### src/rtl/sram_arbiter.sv
// Round-robin two-port arbiter and cycle sequencer for an external async 16-bit SRAM.
// Strobes are registered from the next-state decode, so pads change cleanly on the clock edge.
module sram_arbiter #(
  parameter int ADDR_W   = 18,
  parameter int RD_WAIT  = 2,
  parameter int WR_PULSE = 2
) (
  input  logic              CLK,
  input  logic              RESET,
  input  logic              req0_valid,
  output logic              req0_ready,
  input  logic              req0_write,
  input  logic [ADDR_W-1:0] req0_addr,
  input  logic [15:0]       req0_wdata,
  input  logic [1:0]        req0_be,
  input  logic              req1_valid,
  output logic              req1_ready,
  input  logic              req1_write,
  input  logic [ADDR_W-1:0] req1_addr,
  input  logic [15:0]       req1_wdata,
  input  logic [1:0]        req1_be,
  output logic              rsp0_valid,
  output logic [15:0]       rsp0_rdata,
  output logic              rsp1_valid,
  output logic [15:0]       rsp1_rdata,
  output logic [ADDR_W-1:0] sram_addr,
  output logic [15:0]       sram_dout,
  output logic              sram_drive,
  input  logic [15:0]       sram_din,
  output logic              sram_ce_n,
  output logic              sram_we_n,
  output logic              sram_oe_n,
  output logic              sram_lb_n,
  output logic              sram_ub_n
);

  typedef enum logic [2:0] {
    ST_IDLE, ST_RD, ST_RD_DONE, ST_WR_SETUP, ST_WR_PULSE, ST_WR_HOLD
  } state_t;

  localparam int              CNT_W   = 8;
  localparam logic [CNT_W-1:0] RD_LOAD = CNT_W'(RD_WAIT - 1);
  localparam logic [CNT_W-1:0] WR_LOAD = CNT_W'(WR_PULSE - 1);

  state_t             r_state;
  state_t             w_state_nx;
  logic [CNT_W-1:0]   r_cnt;
  logic [CNT_W-1:0]   w_cnt_nx;
  logic               r_prio;
  logic               r_port;
  logic [ADDR_W-1:0]  r_addr;
  logic [15:0]        r_dout;
  logic               r_drive;
  logic               r_ce_n, r_we_n, r_oe_n, r_lb_n, r_ub_n;
  logic               r_rsp0_valid, r_rsp1_valid;
  logic [15:0]        r_rdata0, r_rdata1;

  logic               w_idle;
  logic               w_gnt;
  logic               w_accept;
  logic               w_cnt_zero;
  logic               w_rd_last;
  logic               w_sel_write;
  logic [ADDR_W-1:0]  w_sel_addr;
  logic [15:0]        w_sel_wdata;
  logic [1:0]         w_sel_be;
  logic               w_ce_n_nx, w_we_n_nx, w_oe_n_nx, w_drive_nx, w_lb_n_nx, w_ub_n_nx;

  // With both ports pending the priority port wins; otherwise the lone requester does.
  assign w_idle      = (r_state == ST_IDLE);
  assign w_gnt       = (req0_valid & req1_valid) ? r_prio : req1_valid;
  assign req0_ready  = w_idle & ~RESET & req0_valid & ~w_gnt;
  assign req1_ready  = w_idle & ~RESET & req1_valid & w_gnt;
  assign w_accept    = req0_ready | req1_ready;

  assign w_sel_write = w_gnt ? req1_write : req0_write;
  assign w_sel_addr  = w_gnt ? req1_addr  : req0_addr;
  assign w_sel_wdata = w_gnt ? req1_wdata : req0_wdata;
  assign w_sel_be    = w_gnt ? req1_be    : req0_be;

  assign w_cnt_zero  = (r_cnt == '0);
  assign w_rd_last   = (r_state == ST_RD) & w_cnt_zero;

  always_comb begin
    w_state_nx = r_state;
    w_cnt_nx   = r_cnt;
    unique case (r_state)
      ST_IDLE: begin
        if (w_accept) begin
          w_state_nx = w_sel_write ? ST_WR_SETUP : ST_RD;
          w_cnt_nx   = RD_LOAD;
        end
      end
      ST_RD: begin
        if (w_cnt_zero) w_state_nx = ST_RD_DONE;
        else            w_cnt_nx   = r_cnt - 1'b1;
      end
      ST_RD_DONE:  w_state_nx = ST_IDLE;
      ST_WR_SETUP: begin
        w_state_nx = ST_WR_PULSE;
        w_cnt_nx   = WR_LOAD;
      end
      ST_WR_PULSE: begin
        if (w_cnt_zero) w_state_nx = ST_WR_HOLD;
        else            w_cnt_nx   = r_cnt - 1'b1;
      end
      ST_WR_HOLD:  w_state_nx = ST_IDLE;
      default:     w_state_nx = ST_IDLE;
    endcase

    w_ce_n_nx  = (w_state_nx == ST_IDLE);
    w_oe_n_nx  = (w_state_nx != ST_RD);
    w_we_n_nx  = (w_state_nx != ST_WR_PULSE);
    w_drive_nx = (w_state_nx inside {ST_WR_SETUP, ST_WR_PULSE, ST_WR_HOLD});

    // Byte lanes are latched at accept and held until the sequence returns to idle.
    w_lb_n_nx = r_lb_n;
    w_ub_n_nx = r_ub_n;
    if (w_accept) begin
      w_lb_n_nx = ~w_sel_be[0];
      w_ub_n_nx = ~w_sel_be[1];
    end else if (w_state_nx == ST_IDLE) begin
      w_lb_n_nx = 1'b1;
      w_ub_n_nx = 1'b1;
    end
  end

  always_ff @(posedge CLK or posedge RESET) begin
    if (RESET) begin
      r_state      <= ST_IDLE;
      r_cnt        <= '0;
      r_prio       <= 1'b0;
      r_port       <= 1'b0;
      r_addr       <= '0;
      r_dout       <= '0;
      r_drive      <= 1'b0;
      r_ce_n       <= 1'b1;
      r_we_n       <= 1'b1;
      r_oe_n       <= 1'b1;
      r_lb_n       <= 1'b1;
      r_ub_n       <= 1'b1;
      r_rsp0_valid <= 1'b0;
      r_rsp1_valid <= 1'b0;
      r_rdata0     <= '0;
      r_rdata1     <= '0;
    end else begin
      r_state      <= w_state_nx;
      r_cnt        <= w_cnt_nx;
      r_drive      <= w_drive_nx;
      r_ce_n       <= w_ce_n_nx;
      r_we_n       <= w_we_n_nx;
      r_oe_n       <= w_oe_n_nx;
      r_lb_n       <= w_lb_n_nx;
      r_ub_n       <= w_ub_n_nx;
      if (w_accept) begin
        r_prio <= ~r_prio;
        r_port <= w_gnt;
        r_addr <= w_sel_addr;
        r_dout <= w_sel_wdata;
      end
      // Pad data is sampled on the edge that ends the last OE-low cycle.
      r_rsp0_valid <= w_rd_last & ~r_port;
      r_rsp1_valid <= w_rd_last & r_port;
      if (w_rd_last & ~r_port) r_rdata0 <= sram_din;
      if (w_rd_last & r_port)  r_rdata1 <= sram_din;
    end
  end

  assign sram_addr  = r_addr;
  assign sram_dout  = r_dout;
  assign sram_drive = r_drive;
  assign sram_ce_n  = r_ce_n;
  assign sram_we_n  = r_we_n;
  assign sram_oe_n  = r_oe_n;
  assign sram_lb_n  = r_lb_n;
  assign sram_ub_n  = r_ub_n;
  assign rsp0_valid = r_rsp0_valid;
  assign rsp1_valid = r_rsp1_valid;
  assign rsp0_rdata = r_rdata0;
  assign rsp1_rdata = r_rdata1;

endmodule

### config.mk
export PLATFORM = sky130hd
export DESIGN_NAME = sram_arbiter
export DESIGN_NICKNAME = d
export VERILOG_FILES = /design/src/rtl/sram_arbiter.sv
export SDC_FILE = /design/constraint.sdc
export NUM_CORES = 1
export LEC_CHECK = 0
export BUFFER_PORTS_ARGS = -buffer_cell sky130_fd_sc_hd__buf_2
export CAP_MARGIN = 15
export CORE_MARGIN = 2
export CORE_UTILIZATION = 47
export DETAILED_ROUTE_END_ITERATION = 8
export GPL_TIMING_DRIVEN = 0
export PLACE_DENSITY = 0.8
export SYNTH_ARGS = -nofsm -noshare
export SYNTH_HDL_FRONTEND = slang
export SYNTH_SLANG_ARGS = --single-unit
### constraint.sdc
create_clock -name CLK -period 2.9 [get_ports CLK]
set_input_delay 0.29 -clock CLK [delete_from_list [all_inputs] [get_ports CLK]]
set_output_delay 0.29 -clock CLK [all_outputs]
set_load 0.005 [all_outputs]
Word-level counts from Yosys, hierarchy flattened
Index checks and enable logic that the tools add are counted.
{ "totals": {"register_bits": 87, "output_inout_bits": 76, "in_bits": 94, "wordCells": 67} }
{ "op_classes": {"mux": 16, "n_eq_ne": 10, "add_sub_neg": 1, "reduce_logical": 8, "n_bitwise": 16} }
{ "op_table": {"columns": ["cell", "count"], "rows": [
  ["$pmux W8 S3", 1],
  ["$mux W18", 1],
  ["$mux W16", 1],
  ["$mux W8", 2],
  ["$pmux W3 S4", 1],
  ["$and A1 B1 Y1", 9],
  ["$eq A3 B3 Y1 const B", 3],
  ["$mux W3", 3],
  ["$logic_not A8 Y1", 1],
  ["$sub A8 B1 Y8 const B", 1],
  ["$eq A3 B2 Y1 const B", 2],
  ["$logic_not A3 Y1", 2],
  ["$not A1 Y1", 6],
  ["$reduce_bool A3 Y1", 2],
  ["$mux W1", 5],
  ["$mux W2", 2],
  ["$eq A3 B1 Y1 const B", 1],
  ["$ne A3 B1 Y1 const B", 1],
  ["$ne A3 B3 Y1 const B", 1],
  ["$reduce_and A3 Y1", 1],
  ["$ne A2 B1 Y1 const B", 1],
  ["$ne A2 B2 Y1 const B", 1],
  ["$reduce_bool A2 Y1", 1],
  ["$reduce_or A2 Y1", 1],
  ["$or A1 B1 Y1", 1]
]} }

Logic depth before layout (Yosys ltp)
Gate-level depths: netlist of run 1.
{ "depth": {"ltp_word": 10, "ltp_mapped": 9, "ltp_nobuf": 6} }

Worst setup path before layout of run 1
No wires, ideal clock.
{ "synth_path": {"kind": "register to register", "from": "register r_cnt[0]", "to": "register r_rdata1[0] (netlist: rsp1_rdata[0])", "n_path_buf": 3, "setup_ps": 125, "slack_ps": 418, "synth_period_minus_slack_ps": 2482, "required_time_ps": 2775, "stages_incl_launch_ff": 10, "t_arrival_ps": 2357, "path_cell_list": "dfrtp_1 -> inv_1 -> ha_1 -> or3b_2 -> or2_1 -> buf_6 -> or4_4 -> buf_6 -> buf_12 -> mux2_4"} }
{ "synth_via": {"elab_chain_len": 3} }
{ "synth_rtl": {"columns": ["item", "line_no", "rtl"], "rows": [
  ["start, declared", "47", "logic [CNT_W-1:0] r_cnt;"],
  ["start signal, assigned", "148", "r_cnt <= w_cnt_nx;"],
  ["$logic_not A8 Y1", "81", "assign w_cnt_zero = (r_cnt == '0);"],
  ["$and A1 B1 Y1", "82", "assign w_rd_last = (r_state == ST_RD) & w_cnt_zero;"],
  ["$and A1 B1 Y1", "165", "if (w_rd_last & r_port) r_rdata1 <= sram_din;"],
  ["end signal, assigned", "165", null],
  ["end, declared", "56", "logic [15:0] r_rdata0, r_rdata1;"]
]} }
Every way passes these cells.
A chain may end at the register's enable or synchronous reset.

Worst setup path after layout of run 1
{ "layout_path": {"from": "register r_cnt[0]", "to": "register r_rdata1[2] (netlist: rsp1_rdata[2])"} }
The elaborated chain is that of the path after synthesis.

==> impl_metrics.ini, run 1 <==
[cells_and_area]
fill_cells = 631
mostFrequentLayoutCell = buf_2
final_cell_mix = buf_2, dfrtp_1, o21ai_0, nand2_1, mux2i_1
antenna_cells = 0
nNetsFinal = 593
area_delta_synth_final_pct = 31.76
final_cells = 604
drive_gt1_share_pct = 48.61
fin_area_mm2 = 0.005061

[timing]
final-setup-viol-count = 0
skew_ns = 0.01047
finalCriticalPeriod_ns = 2.589
finalCritPeriodShare_pct = 89.27
hold_viol_final = 0
hold_slack_ns = 0.1837
fmax_mhz = 386.3
slew_headroom_pct = 49.74
slew_violations = 0
fin_ws_ns = 0.3111
worst_pin_slew_ns = 0.7470
grt_setup_unrepaired = false

[outcome]
status = finished clean

[clocking]
clkTransAtPathRegs_ns = 0.09
cts_buffers = 9
cts_sinks = 87
h-tree-depth = 3
ctsResizeCount = 0
clock_latency_ns = 0.34
cts_root_buffer = clkbuf_8
cts_tree = yes
cts-root-to-sink-buffers = 2

[pwr]
peakVddDrop_uv = 433.0
p_per_area_mw_per_mm2 = 969.0
seqPwrFrac_pct = 43.0
p_int_uw = 3233
netSwitchingPower_uw = 1671
p_leak_uw = 0.002712
pwr-share-comb_pct = 40.1
clkPwrFrac_pct = 16.9
power.share.switching_pct = 34.07

[drt]
dr.first_iter.drc_count = 87
wire_per_inst_um = 14.42
via_per_inst = 5.028
ant_nets = 0
num_vias = 3037
drc = 0
dr.pass1.iters = 4
wirelength_um = 8712

[global_routing]
first_global_vias = 2942
track_usage_pct = 20.18
use_met3_pct = 6.065
grtUsageMet1_pct = 25.44
grt_first_pass_wirelength_um = 13850
antenna_found_initial = 0
grt.busiest_layer = met2
grt_max_degree = 58
grt_use_met2_pct = 34.05
overflow = 0

[flow_run]
maxCapViolations = 0

[synthesis]
syn_area_mm2 = 0.003841
syn_nets = 410
ys_seq_area_share_pct = 56.84
synth-edff-count = 0
syn-instance-count = 314
yosys_warnings = 0
async_flop_share_pct = 100.0
synth_cell_types = 44
ys_ff_latch = 87
yosys_most_used_dff = dfrtp_1
syn_area_per_cell_um2 = 12.23

[placed_design]
place.gp.congestion = 0.7672
hpwlAfterDp_um = 6833
io_buffers = 169
pre_cts_slack_ns = 0.1010
placed_cells = 586
placed_area_mm2 = 0.004845

[critical_path]
worstSetupPathType = reg2reg
cp-end-kind = flop
worstPathArrival_ns = 2.81
required_ns = 3.12
critPathLaunchType = flop
cp_max_fo = 10

[floorplanning]
rows = 32
core_mm2 = 0.007807
die-area_mm2 = 0.008912
ioPinCount = 170
fp.dieH_um = 94.41
die_x_um = 94.41
initial_core_util_pct = 49.20

[worst_hold_path]
hp-class = in2reg
-- worst max-delay path, stage by stage, from the launching register on --
cell and delay [ns]:
dfrtp_1 0.41, inv_1 0.08, ha_1 0.14, or3b_2 0.47
or2_1 0.23, buf_6 0.13, or4_4 0.41, buf_6 0.16
buf_12 0.15, mux2_4 0.30
-- cell type report --
| type | count | area (µm²) | area share, % |
|---|---|---|---|
| clock buffers | 11 | 141.4 | 2.794 |
| clock inverters | 5 | 57.56 | 1.137 |
| well taps | 102 | 127.6 | 2.522 |
| plain buffers | 18 | 107.6 | 2.126 |
| repair buffers | 172 | 890.9 | 17.60 |
| inverters | 6 | 25.02 | 0.4944 |
| multi-input cells | 203 | 1528 | 30.19 |
| flip-flops and latches | 87 | 2183 | 43.14 |
-- what timing repair did --
item	4_1_cts	5_1_grt
endpoints found under the hold margin	28	0
setup buffers	0	1
hold buffers	1	0
endpoints found under the setup margin	0	9
-- final timing paths --
kind | from | to | slack, ns | depth (start not counted)
min in group asynchronous | RESET | rsp1_rdata[0] | 0.56 | 3
setup reg to reg | r_cnt[0] | rsp1_rdata[2] | 0.31 | 9
setup / recovery | r_cnt[0] | rsp1_rdata[2] | 0.31 | 9
hold reg to reg | sram_dout[2] | sram_dout[2] | 0.48 | 2
max in group asynchronous | RESET | sram_ub_n | 1.68 | 4
hold / removal | sram_din[11] | rsp0_rdata[11] | 0.18 | 2
-- metal layers --
| layer | vias up | part of all wire [%] |
|---|---|---|
| met3 | 6 | 7.7 |
| met2 | 132 | 49 |
| met5 | - | 0 |
| met4 | 0 | 0.75 |
| li1 | 1468 | - |
| met1 | 1431 | 43 |
-- power by group through the flow --
stage | logic (µW) | clock network, µW | registers (µW)
floorplan | 1110 | 0 | 2150
global placement | 1920 | 0 | 2100
detailed placement | 1990 | 0 | 2130
CTS | 2000 | 853 | 2110
global route | 2200 | 906 | 2180
finish | 1970 | 830 | 2110
-- kinds of logic after synthesis --
kind of cell	share of synthesized area [%]
buffers and inverters	3.387
adders and majority gates	0.6514
AOI/OAI and AO/OA	9.153
muxes	20.49
xor gates and xnor gates	0.2281
and+or+nand+nor	9.251
DFF	56.84
-- per-stage QoR --
step | util, % | power (µW) | setup TNS, ns
global placement | 61.67 | 4014 | -43.75
global route | 64.82 | 5282 | 0
finish | 64.82 | 4904 | 0
CTS | 64.73 | 4965 | 0
floorplan | - | 3251 | 0
detailed placement | 62.05 | 4125 | 0
-- flip-flops by register name (all words and copies together), names as in the netlist, 3 cells and up --
| register | flops |
|---|---|
| r_cnt | 8 |
| r_state | 3 |
| rsp0_rdata | 16 |
| rsp1_rdata | 16 |
| sram_addr | 18 |
| sram_dout | 16 |
-- Yosys cell counts (2+ instances only) --
cell type | instances | area (µm²)
dfrtp_1 | 82 | 2052
o21ai_0 | 40 | 200.2
nand2_1 | 39 | 146.4
mux2i_1 | 37 | 370.4
mux2_2 | 25 | 281.5
clkbuf_1 | 10 | 37.54
a21oi_1 | 9 | 45.04
mux2_4 | 9 | 135.1
inv_1 | 6 | 22.52
dfstp_2 | 5 | 131.4
or2_2 | 4 | 25.02
buf_1 | 3 | 11.26
buf_6 | 3 | 33.78
nand2b_1 | 3 | 18.77
or3_1 | 3 | 18.77
ha_1 | 2 | 25.02
nor2b_1 | 2 | 12.51
nor4_1 | 2 | 12.51
o22a_1 | 2 | 17.52
o31ai_1 | 2 | 15.01
or3_2 | 2 | 15.01
or4_4 | 2 | 22.52
No activity file was read; power rests on OpenSTA's default activity.
==> inputs of run 2 (changes only) <==
--- a/config.mk
+++ b/config.mk
@@ -9,6 +9,7 @@
 export CAP_MARGIN = 15
 export CORE_MARGIN = 2
 export CORE_UTILIZATION = 47
+export CTS_BUF_LIST = sky130_fd_sc_hd__clkbuf_16
 export DETAILED_ROUTE_END_ITERATION = 8
 export GPL_TIMING_DRIVEN = 0
 export PLACE_DENSITY = 0.8
==> run 2 against run 1 <==
  * Combinational power about the same
  * Critical path depth unchanged
  * Wire length about the same
  * Clock-buffer cell count decreased by 2
  * Largest power group unchanged
  * Cell count unchanged
  * Hold slack improved by 0.020 ns
  * Clock skew decreased by 0.0054 ns
==> impl_metrics.ini, run 2 (synthesis gave the netlist of run 1 again) <==
[outcome]
status = finished clean

[drt]
via_per_inst = 5.023
num_vias = 3034
wire_per_inst_um = 14.44
dr.pass1.iters = 4
dr.first_iter.drc_count = 95
wirelength_um = 8719
ant_nets = 0
drc = 0

[critical_path]
r2r-end = rsp1_rdata[0]
critPathLaunchType = flop
rrSetupSlack_ns = 0.31
required_ns = 3.11
rr_startpoint = r_cnt[0]
cp_max_fo = 10
worstSetupPathType = reg2reg
worstPathArrival_ns = 2.80
startpoint = r_cnt[0]
ff2ff_path_depth = 9
cp-end-kind = flop

[global_routing]
overflow = 0
grt_max_degree = 58
first_global_vias = 2947
grt_first_pass_wirelength_um = 13920
antenna_found_initial = 0
track_usage_pct = 20.34

[timing]
finalCritPeriodShare_pct = 89.25
hold_viol_final = 0
final-setup-viol-count = 0
setup_tns_ns = 0
fmax_mhz = 386.4
hold_slack_ns = 0.2033
worst_pin_slew_ns = 0.7475
skew_ns = 0.005064
slew_violations = 0
grt_setup_unrepaired = false
fin_ws_ns = 0.3118
finalCriticalPeriod_ns = 2.588
slew_headroom_pct = 49.70

[cells_and_area]
multi_input_area_mm2 = 0.001528
postLayoutCoreUtil_pct = 65.99
antenna_cells = 0
seq_area_mm2 = 0.002183
largest_reg_flops = 18
final_cell_mix = buf_2, dfrtp_1, o21ai_0, nand2_1, mux2i_1
area_delta_synth_final_pct = 34.14
mostFrequentLayoutCell = buf_2
final_cells = 604
drive_gt1_share_pct = 48.41
fill_cells = 617
nNetsFinal = 593

[clocking]
clkTransAtPathRegs_ns = 0.06
cts-root-to-sink-buffers = 2
cts_tree = yes
ctsResizeCount = 0
cts_buffers = 9
cts_sinks = 87
h-tree-depth = 3
cts_root_buffer = clkbuf_16
clock_latency_ns = 0.33

[floorplanning]
rows = 32
core_mm2 = 0.007807
die-area_mm2 = 0.008912
ioPinCount = 170
fp.dieH_um = 94.41
die_x_um = 94.41
initial_core_util_pct = 49.20

[placed_design]
hpwlAfterDp_um = 6833
pre_cts_slack_ns = 0.1010
io_buffers = 169
placed_cells = 586
place.gp.congestion = 0.7672

[flow_run]
maxCapViolations = 0

[pwr]
peakVddDrop_uv = 419.6
p_leak_uw = 0.002757
p_per_area_mw_per_mm2 = 1006

[worst_hold_path]
hold_end = rsp0_rdata[11]
whs_path_depth = 2
worstHoldStart = sram_din[11]
hp-class = in2reg
-- run 2: cell count changes in the layout (fill, tap and decap cells not counted), sizes merged --
cell / before / now
inv: 6 / 7
clkbuf: 21 / 19
clkinv: 4 / 5
-- run 2: how the worst max path moves through the flow --
stage                         end  depth (start not counted)  slack [ns]
floorplan                r_cnt[0]                          1        0.37
global placement     sram_dout[7]                          2       -0.54
detailed placement  rsp0_rdata[0]                          8        0.10
CTS                 rsp0_rdata[3]                          8        0.09
global route         sram_addr[5]                          8        0.20
finish              rsp1_rdata[0]                          9        0.31
-- run 2: routing by layer --
metal	track usage (%)	vias up	wire (µm)
li1	-	1471	-
met1	25.53	1424	3660
met2	34.40	130	4312
met3	5.507	9	644
met4	6.522	0	101
met5	0	-	0
-- run 2: final cells by class --
cell class / count / area share [%]
Sequential cell: 87 / 42.37
Buffer: 18 / 2.088
Clock buffer: 9 / 4.371
Clock inverter: 7 / 1.263
Tap cell: 102 / 2.477
Timing Repair Buffer: 172 / 17.29
Multi-Input combinational cell: 203 / 29.65
Inverter: 6 / 0.4857
-- run 2: through the flow --
step | area [µm²] | total power (µW)
global placement | 4815 | 4014
detailed placement | 4845 | 4125
finish | 5152 | 5182
floorplan | 3841 | 3251
CTS | 5145 | 5247
global route | 5152 | 5558
-- run 2: what timing repair did --
item                                    4_1_cts  5_1_grt
buffers inserted                              0        1
endpoints found under the setup margin        0        9
hold buffers                                  1        0
endpoints found under the hold margin        28        0
-- run 2: where the power goes --
| part | leakage, µW | total (µW) | internal [µW] | switching, µW |
|---|---|---|---|---|
| Combinational | 0.00154 | 1970 | 1010 | 955 |
| Clock | 0.000148 | 1100 | 660 | 442 |
| Sequential | 0.00107 | 2110 | 1800 | 311 |
| Total | 0.00276 | 5180 | 3480 | 1710 |
-- run 2: critical path, cell delays in order (launching register included) --
cell and delay (ns):
dfrtp_1 0.40, inv_1 0.08, ha_1 0.13, or3b_2 0.47, or2_1 0.23, buf_6 0.13
or4_4 0.41, buf_6 0.16, buf_12 0.15, mux2_4 0.30
==> inputs of run 3 (changes only) <==
--- a/config.mk
+++ b/config.mk
@@ -12,7 +12,7 @@
 export CTS_BUF_LIST = sky130_fd_sc_hd__clkbuf_16
 export DETAILED_ROUTE_END_ITERATION = 8
 export GPL_TIMING_DRIVEN = 0
-export PLACE_DENSITY = 0.8
+export PLACE_DENSITY = 0.77
 export SYNTH_ARGS = -nofsm -noshare
 export SYNTH_HDL_FRONTEND = slang
 export SYNTH_SLANG_ARGS = --single-unit
==> run 3 against run 2 <==
  * Global-route usage up 0.79 points
  * Utilization down 0.27 points
  * Clock skew up 0.0013 ns
  * Die area unchanged
  * Critical path type unchanged
  * Cell count down 0.33%
  * Hold slack worse by 0.20 ns
  * Clock power about the same
  * The run now ends with hold timing left
  * Clock-buffer cell count unchanged
==> impl_metrics.ini, run 3 (synthesis gave the netlist of run 1 again) <==
[cells_and_area]
largest_reg_flops = 18
nNetsFinal = 592
fin_area_mm2 = 0.005131
drive_gt1_share_pct = 48.60
multi_input_area_mm2 = 0.001528
final_cell_mix = buf_2, dfrtp_1, o21ai_0, nand2_1, mux2i_1
mostFrequentLayoutCell = buf_2
seq_area_mm2 = 0.002183
final_cells = 602
fill_cells = 627
area_delta_synth_final_pct = 33.58
antenna_cells = 0

[drt]
highest_layer = met4
wl_met2_um = 4538
ant_nets = 0
met1_length_um = 3729
wire_per_inst_um = 15.08
dr.first_iter.drc_count = 55
via_per_inst = 5.070
wl_met3_um = 674
wirelength_um = 9076
num_vias = 3052
dr.pass1.iters = 4
drc = 0

[clocking]
cts_setup_buffers = 0
clock_latency_ns = 0.33
cts_buffers = 9
ctsResizeCount = 0
cts_tree = yes
cts-root-to-sink-buffers = 2
h-tree-depth = 3
holdBufCountCts = 0
cts_root_buffer = clkbuf_16
cts_sinks = 87
clkTransAtPathRegs_ns = 0.06

[placed_design]
place.gp.congestion = 0.7702
pre_cts_slack_ns = 0.07593
io_buffers = 169
placed_cells = 586
hpwlAfterDp_um = 7092
placed_area_mm2 = 0.004845

[critical_path]
ff2ff_path_depth = 9
cp-end-kind = flop
critPathLaunchType = flop
rr_startpoint = r_cnt[0]
required_ns = 3.11
rrSetupSlack_ns = 0.26
r2r-end = rsp1_rdata[3]
worstPathArrival_ns = 2.85
cp_max_fo = 10
worstSetupPathType = reg2reg

[outcome]
status = finished with violations
violations = hold timing

[timing]
fin_ws_ns = 0.2603
hold_viol_final = 1
finalCriticalPeriod_ns = 2.640
grt_setup_unrepaired = false
slew_violations = 0
finalCritPeriodShare_pct = 91.02
slew_headroom_pct = 51.67
hold_slack_ns = -0.00004252
worst_pin_slew_ns = 0.7183
fmax_mhz = 378.8
final-setup-viol-count = 0
skew_ns = 0.006386

[global_routing]
first_global_vias = 3049
grt_max_degree = 54
grt_first_pass_wirelength_um = 14480
overflow = 0
antenna_found_initial = 0
track_usage_pct = 21.14

[floorplanning]
ioPinCount = 170
die-area_mm2 = 0.008912
fp.dieH_um = 94.41
core_mm2 = 0.007807
die_x_um = 94.41
initial_core_util_pct = 49.20
rows = 32

[worst_hold_path]
hp-class = in2async

[flow_run]
maxCapViolations = 0

[pwr]
peakVddDrop_uv = 398.1
p_leak_uw = 0.002750
power_uw = 5183
p_per_area_mw_per_mm2 = 1010
[run 3: cell count changes in the layout (fill, tap and decap cells not counted)]
cell           change
clkinv_2           +2
clkinv_4           -2
clkinv_1           -1
dlygate4sd3_1      -1
[run 3: cell type report]
class	instances	share of cell area [%]
buffer	18	2.097
clock buffer	9	4.389
clock inverter	6	1.049
inverter	6	0.4877
multi-input combinational	203	29.77
sequential	87	42.55
tap	102	2.487
timing repair buffer	171	17.17
[run 3: per-stage QoR]
step | util, % | TNS [ns]
3_5_place_dp | 62.05 | 0
3_3_place_gp | 61.67 | -47.88
6_report | 65.72 | 0
5_1_grt | 65.72 | 0
2_1_floorplan | - | 0
4_1_cts | 65.63 | 0
[run 3: worst max-delay path, cell delays in order, from the launching register on]
cell	delay [ns]
dfrtp_1	0.40
inv_1	0.09
ha_1	0.14
or3b_2	0.48
or2_1	0.24
buf_6	0.14
or4_4	0.42
buf_6	0.16
buf_12	0.15
mux2_4	0.30
[run 3: metal layers]
metal / GRT usage [%] / up-vias
li1: - / 1468
met1: 25.11 / 1437
met2: 37.56 / 133
met3: 4.549 / 14
met4: 8.092 / 0
met5: 0 / -
[run 3: power breakdown]
| group | leakage [µW] | internal [µW] | switching, µW | total [µW] |
|---|---|---|---|---|
| combinational | 0.00153 | 1010 | 962 | 1970 |
| clock | 0.000146 | 652 | 433 | 1090 |
| sequential | 0.00107 | 1800 | 321 | 2120 |
| total | 0.00275 | 3470 | 1720 | 5180 |
[run 3: worst max-delay path by stage]
stage | to | cells past startpoint | start | slack [ns]
4_1_cts | rsp0_rdata[1] | 8 | r_cnt[0] | 0.06
6_report | rsp1_rdata[3] | 9 | r_cnt[0] | 0.26
3_3_place_gp | sram_addr[7] | 2 | RESET | -0.59
3_5_place_dp | rsp0_rdata[8] | 8 | r_cnt[0] | 0.08
5_1_grt | rsp1_rdata[3] | 9 | r_cnt[0] | 0.20
2_1_floorplan | r_cnt[0] | 1 | RESET | 0.37
